### src/rtl/free_list_alloc.sv
// free_list_alloc
//
// Physical-tag free list for a rename stage. A 64-bit bitmap records which
// tags are free (bit n = 1 means tag n is free). A one-entry staging register
// always holds the lowest-index free tag, ready for the consumer to take.
// Tags 0..RESERVED-1 belong to architectural mappings at reset.
//
// Ports
//   i_clk          sole clock, rising edge
//   i_rst_n        asynchronous active-low reset
//   i_alloc_ack    consumer takes the staged tag this cycle
//   o_alloc_valid  staged tag present
//   o_alloc_tag    staged tag (meaningful only when o_alloc_valid = 1)
//   i_free_valid   return strobe
//   i_free_tag     tag being returned
//   o_free_count   free bitmap popcount plus staged tag (registered)
//   o_empty        high when o_free_count == 0 (registered)
//   o_double_free  one-cycle registered pulse on an illegal return
//
// Configuration
//   FREE_LIST_CHECK_EN  when defined, illegal returns (tag already free, or
//                       equal to the unconsumed staged tag) are dropped and
//                       flagged on o_double_free. When undefined, every
//                       return is applied as a plain bit set and
//                       o_double_free stays 0.

module free_list_alloc #(
    parameter int RESERVED = 32
) (
    input  logic       i_clk,
    input  logic       i_rst_n,
    input  logic       i_alloc_ack,
    output logic       o_alloc_valid,
    output logic [5:0] o_alloc_tag,
    input  logic       i_free_valid,
    input  logic [5:0] i_free_tag,
    output logic [6:0] o_free_count,
    output logic       o_empty,
    output logic       o_double_free
);

    // Reserved tags start out held; everything above them starts free.
    // A shift by 64 yields zero, so RESERVED = 64 gives an all-zero map.
    localparam logic [63:0] RESET_MAP   = ~((64'd1 << RESERVED) - 64'd1);
    localparam logic [6:0]  RESET_COUNT = 7'(64 - RESERVED);
    localparam logic        RESET_EMPTY = (RESERVED == 64);

    logic [63:0] bitmap_q,     bitmap_d;
    logic        stageValid_q, stageValid_d;
    logic [5:0]  stageTag_q,   stageTag_d;
    logic [6:0]  freeCount_q,  freeCount_d;
    logic        empty_q,      empty_d;
    logic        doubleFree_q, doubleFree_d;

    logic        consume;
    logic        canLoad;
    logic        pickFound;
    logic [5:0]  pickTag;
    logic        illegalFree;
    logic        applyFree;
    logic [6:0]  mapCount;

    assign consume = stageValid_q & i_alloc_ack;
    assign canLoad = ~stageValid_q | consume;

    // Lowest set bit of the pre-edge bitmap; scanning downwards lets the
    // lowest index overwrite any higher one found earlier.
    always_comb begin
        pickFound = 1'b0;
        pickTag   = '0;
        for (int n = 63; n >= 0; n--) begin
            if (bitmap_q[n]) begin
                pickFound = 1'b1;
                pickTag   = 6'(n);
            end
        end
    end

`ifdef FREE_LIST_CHECK_EN
    // A staged tag that is being consumed this cycle may legitimately come
    // back in the same cycle only after it left staging, so it is excluded.
    assign illegalFree = i_free_valid &
                         (bitmap_q[i_free_tag] |
                          (stageValid_q & ~consume & (stageTag_q == i_free_tag)));
`else
    assign illegalFree = 1'b0;
`endif

    assign applyFree = i_free_valid & ~illegalFree;

    // Selection clears its bit and a legal return sets its bit in the same
    // edge; the set is applied last so it is never lost.
    always_comb begin
        bitmap_d     = bitmap_q;
        stageValid_d = stageValid_q;
        stageTag_d   = stageTag_q;
        if (canLoad) begin
            stageValid_d = pickFound;
            if (pickFound) begin
                stageTag_d          = pickTag;
                bitmap_d[pickTag]   = 1'b0;
            end
        end
        if (applyFree) begin
            bitmap_d[i_free_tag] = 1'b1;
        end
        doubleFree_d = illegalFree;
    end

    // Count and empty are registered from next-state so they describe the
    // bitmap and staging contents right after each edge.
    always_comb begin
        mapCount = '0;
        for (int n = 0; n < 64; n++) begin
            mapCount = mapCount + {6'd0, bitmap_d[n]};
        end
        freeCount_d = mapCount + {6'd0, stageValid_d};
        empty_d     = (freeCount_d == 7'd0);
    end

    always_ff @(posedge i_clk or negedge i_rst_n) begin
        if (!i_rst_n) begin
            bitmap_q     <= RESET_MAP;
            stageValid_q <= 1'b0;
            stageTag_q   <= '0;
            freeCount_q  <= RESET_COUNT;
            empty_q      <= RESET_EMPTY;
            doubleFree_q <= 1'b0;
        end else begin
            bitmap_q     <= bitmap_d;
            stageValid_q <= stageValid_d;
            stageTag_q   <= stageTag_d;
            freeCount_q  <= freeCount_d;
            empty_q      <= empty_d;
            doubleFree_q <= doubleFree_d;
        end
    end

    assign o_alloc_valid = stageValid_q;
    assign o_alloc_tag   = stageTag_q;
    assign o_free_count  = freeCount_q;
    assign o_empty       = empty_q;
    assign o_double_free = doubleFree_q;

endmodule

### config.mk
export PLATFORM = sky130hd
export DESIGN_NAME = free_list_alloc
export DESIGN_NICKNAME = d
export VERILOG_FILES = /design/src/rtl/free_list_alloc.sv
export SDC_FILE = /design/constraint.sdc
export NUM_CORES = 1
export LEC_CHECK = 0
export CAP_MARGIN = 30
export CELL_PAD_IN_SITES_DETAIL_PLACEMENT = 1
export CELL_PAD_IN_SITES_GLOBAL_PLACEMENT = 1
export CORE_ASPECT_RATIO = 1.2
export CORE_MARGIN = 5
export CORE_UTILIZATION = 35
export CTS_BUF_LIST = sky130_fd_sc_hd__clkbuf_8
export CTS_CLUSTER_SIZE = 28
export DETAILED_ROUTE_END_ITERATION = 8
export PLACE_DENSITY_LB_ADDON = 0.1
export SLEW_MARGIN = 20
export SYNTH_ARGS = -nofsm -noshare
export SYNTH_HDL_FRONTEND = slang
export SYNTH_SLANG_ARGS = --single-unit
### constraint.sdc
create_clock -name i_clk -period 22.7 [get_ports i_clk]
set_input_delay 6.81 -clock i_clk [delete_from_list [all_inputs] [get_ports i_clk]]
set_output_delay 6.81 -clock i_clk [all_outputs]
set_load 0.01 [all_outputs]
## Yosys cells after proc, flatten, opt, wreduce, memory -nomap -nowiden

Index checks and enable logic that the tools add are counted.

- $add $sub $neg: 64
- Order comparisons: 4
- Muxes and demuxes: 136
- Bitwise operators: 6
- Reduce and logical (&&, ||, !) cells: 4

Operators by type and width:

| operator | count |
|---|---|
| adder 7 x 1 -> 7 bit | 58 |
| 2-to-1 mux 6 bit | 64 |
| 2-to-1 mux 64 bit | 3 |
| 2-to-1 mux 1 bit | 67 |
| AND 64 bit | 1 |
| NOT 64 bit | 1 |
| bitwise OR 64 bit | 1 |
| < comparator 6 x 7 -> 1 bit, second input constant | 2 |
| demux 1 bit (select 6 bit) | 2 |
| >= comparator 6 x 1 -> 1 bit, second input constant | 2 |
| adder 6 x 1 -> 7 bit | 1 |
| zero test 7 bit | 1 |
| adder 5 x 1 -> 6 bit | 1 |
| adder 4 x 1 -> 5 bit | 1 |
| adder 3 x 1 -> 4 bit | 1 |
| adder 2 x 1 -> 3 bit | 1 |
| adder 1 x 1 -> 2 bit | 1 |
| logical AND 1 bit | 2 |
| AND reduction 2 bit | 1 |
| AND 1 bit | 1 |
| NOT 1 bit | 1 |
| bitwise OR 1 bit | 1 |

- Flip-flop bits (word level): 79
- Input bits: 10
- Word-level logic and storage cells: 219

## Longest topological paths before layout

Gate-level depths: netlist of the first run.

- Word-level depth: 139
- Mapped depth: 31
- Mapped depth without buffers: 28

## Worst setup path after synthesis of the first run

OpenSTA, ideal clock, no wires.

- Path type: input to register
- Start point: in i_free_tag[0]
- End point: reg empty_q (netlist: o_empty)
- Arrival time: 13.462 ns
- Data required time: 22.599 ns
- Setup slack: 9.137 ns
- Stages on the path: 24
- Path buffers: 2
- Path through: clkbuf_1 > or3b_2 > clkbuf_1 > nor2_1 > o32ai_1 > fa_1 > inv_1 > fa_1 > fa_1 > inv_1 > fa_1 > inv_1 > fa_1 > fa_1 > fa_1 > inv_1 > fa_1 > inv_1 > ha_1 > a21o_1 > a21oi_1 > xnor2_1 > or4_1 > nor4_1

- Longest elaborated chain between the ends: 71
- Elaborated cells on any way between the ends: 72
- Classes of those cells: 64 x add/sub; 2 x order compare; 3 x mux; 1 x bitwise; 2 x reduce/logical

Ends and longest elaborated chain:

| element | RTL line | text |
|---|---|---|
| start, declared | 36 | `input logic [5:0] i_free_tag,` |
| < comparator 6 x 7 -> 1 bit (implied by the code) / >= comparator 6 x 1 -> 1 bit (equally long branches) | 105 | `bitmap_d[i_free_tag] = 1'b1;` |
| logical AND 1 bit (implied by the code) | 105 |  |
| 2-to-1 mux 1 bit (implied by the code) | 105 |  |
| demux 1 bit (select 6 bit) (*) | 105 |  |
| bitwise OR 64 bit (no line) (*) | n/a |  |
| 2-to-1 mux 64 bit (*) | 104 | `if (applyFree) begin` |
| adder 1 x 1 -> 2 bit | 115 | `mapCount = mapCount + {6'd0, bitmap_d[n]};` |
| adder 2 x 1 -> 3 bit | 115 |  |
| (+2 left out) | n/a |  |
| adder 5 x 1 -> 6 bit | 115 |  |
| adder 6 x 1 -> 7 bit | 115 |  |
| adder 7 x 1 -> 7 bit (56 in series) | 115 |  |
| adder 7 x 1 -> 7 bit (*) | 115 |  |
| adder 7 x 1 -> 7 bit (*) | 117 | `freeCount_d = mapCount + {6'd0, stageValid_d};` |
| via freeCount_d[3] | 51 | `logic [6:0] freeCount_q, freeCount_d;` |
| zero test 7 bit (*) | 118 | `empty_d = (freeCount_d == 7'd0);` |
| via empty_d | 52 | `logic empty_q, empty_d;` |
| end signal, assigned | 134 | `empty_q <= empty_d;` |
| end, declared | 52 |  |

Mark *: on every way through the listed nets, which the timed path passes. The rest lies on a longest branch.
A chain may end at the register's enable or synchronous reset.

## Final worst setup path of the first run

- Start point: in i_alloc_ack
- End point: reg empty_q (netlist: o_empty)

- Elaborated cells on any way between the ends: 71
- Classes of those cells: 64 x add/sub; 3 x mux; 3 x bitwise; 1 x reduce/logical

RTL lines:

| element | RTL line | text |
|---|---|---|
| start, declared | 32 | `input logic i_alloc_ack,` |
| AND 1 bit (*) | 63 | `assign consume = stageValid_q & i_alloc_ack;` |
| bitwise OR 1 bit (*) | 64 | `assign canLoad = ~stageValid_q \| consume;` |
| 2-to-1 mux 64 bit (*) | 97 | `if (canLoad) begin` |
| bitwise OR 64 bit (no line) | n/a |  |
| 2-to-1 mux 64 bit (*) | 104 |  |
| via bitmap_d[51] | 48 | `logic [63:0] bitmap_q, bitmap_d;` |
| adder 7 x 1 -> 7 bit (*) (13 in series) | 115 |  |
| adder 7 x 1 -> 7 bit (*) | 117 |  |
| via freeCount_d[3] | 51 |  |
| zero test 7 bit (*) | 118 |  |
| via empty_d | 52 |  |

Marked as above.

==> metrics.md, run 1 <==
| Metric | Value |
|---|---|
| Relative slew slack | `36.4%` |
| Setup ws final | `8150 ps` |
| GRT Util Overall | `25.6%` |
| Multi-input gate area | `0.00428 mm^2` |
| Initial antenna violation count | `0` |
| RSZ-0062 raised after global routing | `no` |
| Core ar. | `0.0189 mm^2` |
| Reg2reg setup slack | `12,950 ps` |
| Placed cell count | `980` |
| Largest net degree at the start of global routing | `47` |
| Cell taking the most area after synthesis | `dfrtp_1` |
| 1st-iter DRT viols | `358` |
| Post-layout min period | `14,550 ps` |
| Port buffer count | `24` |
| CTS tree | `yes` |
| Post-CTS sizing | `0` |
| Number of synthesized flops with an enable pin | `0` |
| Cell count after synthesis | `725` |
| Sequential area share after synthesis | `30.1%` |
| Starting Density | `35.6%` |
| Max H-tree Level | `3` |
| I/O pin count | `26` |
| Most used cell, CP | `fa_1` |
| Result of the run | `complete, no violations` |
| Routed wire per std cell | `27.2 um` |
| Hold-critical path depth | `2` |
| Accumulated negative setup slack | `0 ps` |
| Clock skew | `20.0 ps` |
| Worst path required time | `22,960 ps` |
| Clk buf depth | `2` |
| Share of the synthesized area in the top cell type | `17.2%` |
| Cell Area, Synth | `0.00671 mm^2` |
| Area delta synth->final | `9.98%` |
| Startpoint Class | `input pin` |
| # DRC | `0` |
| Max Slew Vio Count | `0` |
| Yosys warning count | `0` |
| Setup crit end kind | `flip-flop` |
| Row cnt | `55` |
| Remaining Overflow, GRT | `0` |
| R2R depth | `24` |
| Chip height | `162 um` |
| Final estimated routing congestion in global placement | `0.958` |
| Place WS | `7820 ps` |
| Fillers | `2,215` |
| Library cells used by synthesis | `78` |
| TritonRoute pass-1 iters | `4` |
| Layout cells sized above 1 | `10.8%` |
| Final ANT Viol Nets | `0` |
| Maxcap violations | `0` |
| Non-filler cells, final | `996` |
| Synthesis-stage register bit count | `79` |
| Clk slew on worst S/H paths | `100 ps` |
| Vias | `6,048` |
| Worst Max-Slew Pin Slew | `950 ps` |
| DIE AREA | `0.0220 mm^2` |
| CP max-delay cell | `fa_1` |
| Detail Placement HPWL | `21,100 um` |
| Max Freq | `68.7 MHz` |
| Crit path kind | `in2reg` |
| Global-route wire length before repair | `41,700 um` |
| Total wire length | `27,100 um` |
| Final Net Count | `814` |
| Clk root buf | `clkbuf_8` |
| Vias in the first global route | `6,600` |
| Final hold vios | `0` |
| Total CTS buffers | `9` |
| Reg-to-reg startpoint | `bitmap_q[11]` |
| RR Endpoint | `o_empty` |
| Hold Path End | `o_alloc_tag[0]` |
| Syn Area/Cell | `9.25 um^2` |
| CTS Sinks | `79` |
| CP max stage delay | `580 ps` |
| Worst path arrival time | `14,810 ps` |
| Die W | `136 um` |
| Syn_nets | `804` |
| HP Class | `reg2reg` |
| Crit-path max FO | `8` |
| Vias per inst | `6.07` |
| Cts hold-fix bufs | `0` |
| Hold slack | `509 ps` |
| Post-synth ARST share | `100%` |
| Flip-flop and latch area | `0.00202 mm^2` |
| Most frequent cells in the layout | `inv_1 (75), nor2_1 (70), fa_1 (55)` |
| ANT cells | `0` |
| Setup repair bufs after CTS | `0` |
| Top cells by area, synth | `dfrtp_1 (17%), fa_1 (16%), dfstp_2 (13%)` |
| Hold_sp | `o_alloc_tag[0]` |
| Final Cycle Share | `64.1%` |
| Number of setup violations in the final report | `0` |
| Main synth FF type | `dfrtp_1` |
| Commonest non-fill, non-tap cell in the layout | `inv_1` |
| Worst-skew pair later-pin latency | `390 ps` |
==> per-stage QoR <==
step                      instance area, um^2  utilization (%)
after floorplan                          6710                -
after global placement                   7160             38.0
after detailed placement                 7160             38.0
after CTS                                7370             39.1
after global routing                     7370             39.1
final                                    7370             39.1
==> metal layers <==
metal	GRT usage (%)	vias up	share of wire [%]
met4	10.2	0	3.9
met2	42.6	187	49
met5	0	-	0
li1	-	2663	-
met3	4.14	50	4.7
met1	33.2	3148	42
==> worst max path at each step <==
stage,startpoint,end,cells after the start
after detailed placement,i_alloc_ack,o_empty,26
final,i_alloc_ack,o_empty,25
after CTS,i_alloc_ack,o_empty,25
after global routing,i_alloc_ack,o_empty,25
after floorplan,i_free_tag[0],o_empty,24
after global placement,i_alloc_ack,o_empty,25
==> synth_stat cells (3+ instances only) <==
library cell,instances
a2111oi_0,3
a211oi_1,5
a21bo_2,5
a21boi_0,7
a21o_1,15
a21oi_1,51
a41o_1,3
and2_1,8
buf_2,7
clkbuf_1,20
dfrtp_1,46
dfstp_2,33
fa_1,55
ha_1,14
inv_1,72
nand2_1,29
nand2b_1,10
nand3_1,11
nand3b_1,6
nand4_1,3
nor2_1,70
nor2b_1,12
nor3_1,17
nor4_1,21
o211ai_1,14
o21a_1,7
o21ai_0,40
o21ai_1,6
o21bai_1,5
o22a_1,8
o22ai_1,12
o2bb2ai_1,4
o31ai_1,12
o32a_1,11
o32ai_1,7
o41ai_1,3
or2_1,3
or3_1,3
or4_1,13
xnor2_1,3
==> final cells by class <==
class	count	share of cell area [%]
tap	256	4.34
sequential	79	27.4
clock buffer	9	1.68
clock inverter	7	1.15
timing repair buffer	29	3.73
multi-input combinational	544	58.1
inverter	72	3.66
==> sequential cells by signal, summed over array words and instances (netlist names) <==
name           flops
o_alloc_valid      1
o_alloc_tag        6
bitmap_q          64
o_empty            1
o_free_count       7
==> critical path: cells and delay by family <==
family                     cells  cell delay, ps
adders and majority gates      9            4380
xor gates and xnor gates       1             120
AOI/OAI and AO/OA              4            1150
and+or+nand+nor                6            1640
buffers and inverters          5             720
==> cells by family (layout without fill, tap and decap cells) <==
kind of cell,count (synthesis),count (layout),share of synthesized area [%]
xor gates and xnor gates,4,4,0.523
buffers and inverters,102,117,6.06
adders and majority gates,69,69,19.0
other,1,1,0.0559
and+or+nand+nor,225,225,18.0
DFF,79,79,30.1
AOI/OAI and AO/OA,245,245,26.3
Power of run 1 is not shown: default switching activity piles up to over one toggle a cycle in this logic, so the estimate is an artifact.
==> run 2, diff against run 1 <==
==> constraint.sdc (replaced) <==
create_clock -name i_clk -period 14.33 [get_ports i_clk]
set_input_delay 4.299 -clock i_clk [delete_from_list [all_inputs] [get_ports i_clk]]
set_output_delay 4.299 -clock i_clk [all_outputs]
set_load 0.01 [all_outputs]
==> run 2 against run 1 <==
  * Design area increased by 0.14%
  * Sequential share of layout area about the same
  * Routed wire length decreased by 1.1%
  * Highest routed layer unchanged
  * Flip-flop and latch count unchanged
  * Clock skew decreased by 4.6 ps
  * Clock-buffer cell count unchanged
  * Final cell count increased by 0.10%
  * Die area unchanged
==> metrics.md, run 2 (synthesized netlist as in run 1, its figures left out) <==
| Metric | Value |
|---|---|
| Die W | `136 um` |
| Core ar. | `0.0189 mm^2` |
| HP Class | `reg2reg` |
| Post-CTS sizing | `0` |
| Clk root buf | `clkbuf_8` |
| GRT Util Overall | `25.2%` |
| Fillers | `2,207` |
| # DRC | `0` |
| Max Freq | `83.2 MHz` |
| Worst Setup SP | `i_alloc_ack` |
| Final instance area | `0.00738 mm^2` |
| Vias per inst | `6.05` |
| Result of the run | `complete, no violations` |
| Setup repair bufs after CTS | `0` |
| Setup ws final | `2310 ps` |
| Setup crit end kind | `flip-flop` |
| Worst Max-Slew Pin Slew | `935 ps` |
| Worst-skew pair later-pin latency | `380 ps` |
| Row cnt | `55` |
| Crit-path max FO | `8` |
| Largest net degree at the start of global routing | `47` |
| Worst setup path endpoint | `o_empty` |
| Number of flip-flops in the largest register | `64` |
| Detail Placement HPWL | `21,000 um` |
| Max H-tree Level | `3` |
| Startpoint Class | `input pin` |
| Top reg by flops | `bitmap_q` |
| CP max stage delay | `580 ps` |
| Accumulated negative setup slack | `0 ps` |
| DIE AREA | `0.0220 mm^2` |
| Area after DPL | `0.00716 mm^2` |
| Final estimated routing congestion in global placement | `0.958` |
| Remaining Overflow, GRT | `0` |
| ANT cells | `0` |
| Total wire length | `26,800 um` |
| Levels on crit path | `25` |
| Initial antenna violation count | `0` |
| Total CTS buffers | `9` |
| Final ANT Viol Nets | `0` |
| Place WS | `1930 ps` |
| Final Cycle Share | `83.9%` |
| Cts hold-fix bufs | `0` |
| Worst path required time | `14,590 ps` |
| Routed wire per std cell | `26.9 um` |
| Layout cells sized above 1 | `10.8%` |
| 1st-iter DRT viols | `411` |
| Area delta synth->final | `10.1%` |
| RSZ-0062 raised after global routing | `no` |
| I/O pin count | `26` |
| Crit path max-delay family | `adder cells` |
| Global-route wire length before repair | `41,000 um` |
| Relative slew slack | `37.5%` |
| TritonRoute pass-1 iters | `5` |
| Maxcap violations | `0` |
| Port buffer count | `24` |
| CTS Sinks | `79` |
| R2R depth | `26` |
| Vias in the first global route | `6,522` |
| Worst path arrival time | `12,280 ps` |
| Clk buf depth | `2` |
| RR Endpoint | `o_empty` |
| Starting Density | `35.6%` |
| Reg2reg setup slack | `4540 ps` |
| Number of setup violations in the final report | `0` |
| Max Slew Vio Count | `0` |
| Vias | `6,034` |
| Hold slack | `497 ps` |
| CP max-delay cell | `fa_1` |
| Chip height | `162 um` |
| Crit path kind | `in2reg` |
| Clk slew on worst S/H paths | `80 ps` |
| CTS tree | `yes` |
| Most frequent cells in the layout | `inv_1 (75), nor2_1 (70), fa_1 (55)` |
| Final Net Count | `815` |
| Bufs and invs on worst path | `5` |
| Most used cell, CP | `fa_1` |
| Final hold vios | `0` |
| Clock skew | `15.4 ps` |
| Reg-to-reg startpoint | `bitmap_q[11]` |
| Post-layout min period | `12,020 ps` |
| Commonest non-fill, non-tap cell in the layout | `inv_1` |
## run 2: cell types whose count changed in the layout (fill, tap and decap cells not counted)
cell and delta:
a2111oi_1 -1, clkinvlp_4 +1, clkinv_4 -1, a2111oi_0 +1, dlymetal6s2s_1 +1
## run 2: routing by layer
| metal | part of all wire [%] | track usage (%) |
|---|---|---|
| met1 | 43 | 33.2 |
| met4 | 4.3 | 10.4 |
| met2 | 48 | 41.5 |
| met3 | 4.0 | 3.46 |
| met5 | 0 | 0 |
## run 2: stage by stage
stage / std cells / utilization (%)
finish: 997 / 39.2
global route: 997 / 39.2
detailed placement: 980 / 38.0
CTS: 996 / 39.1
floorplan: 725 / -
global placement: 980 / 38.0
## run 2: worst register-to-register path, delay by kind of cell (launching register included)
kind	cells	cell delay, ps
flops	1	460
compound gates	7	1590
simple gates	5	2660
buf+inv	4	240
fa+ha+maj	10	4760
## run 2: worst min-delay path by stage
stage,start,end,slack (ps),cells past startpoint
3_3_place_gp,o_alloc_tag[1],o_alloc_tag[1],470,1
3_5_place_dp,o_alloc_tag[3],o_alloc_tag[3],490,2
5_1_grt,o_alloc_tag[0],o_alloc_tag[0],530,2
6_report,o_alloc_tag[0],o_alloc_tag[0],500,2
4_1_cts,o_alloc_tag[3],o_alloc_tag[3],510,2
2_1_floorplan,bitmap_q[36],bitmap_q[36],490,2
## run 2: layout make-up
type	instances	area [um^2]	share of cell area (%)
Clock buffer	9	124	1.68
Clock inverter	7	83.8	1.14
Inverter	72	270	3.66
Multi-Input combinational cell	544	4280	58.0
Sequential cell	79	2020	27.3
Tap cell	256	320	4.34
Timing Repair Buffer	30	288	3.90
Power of run 2 is left out for the same reason.
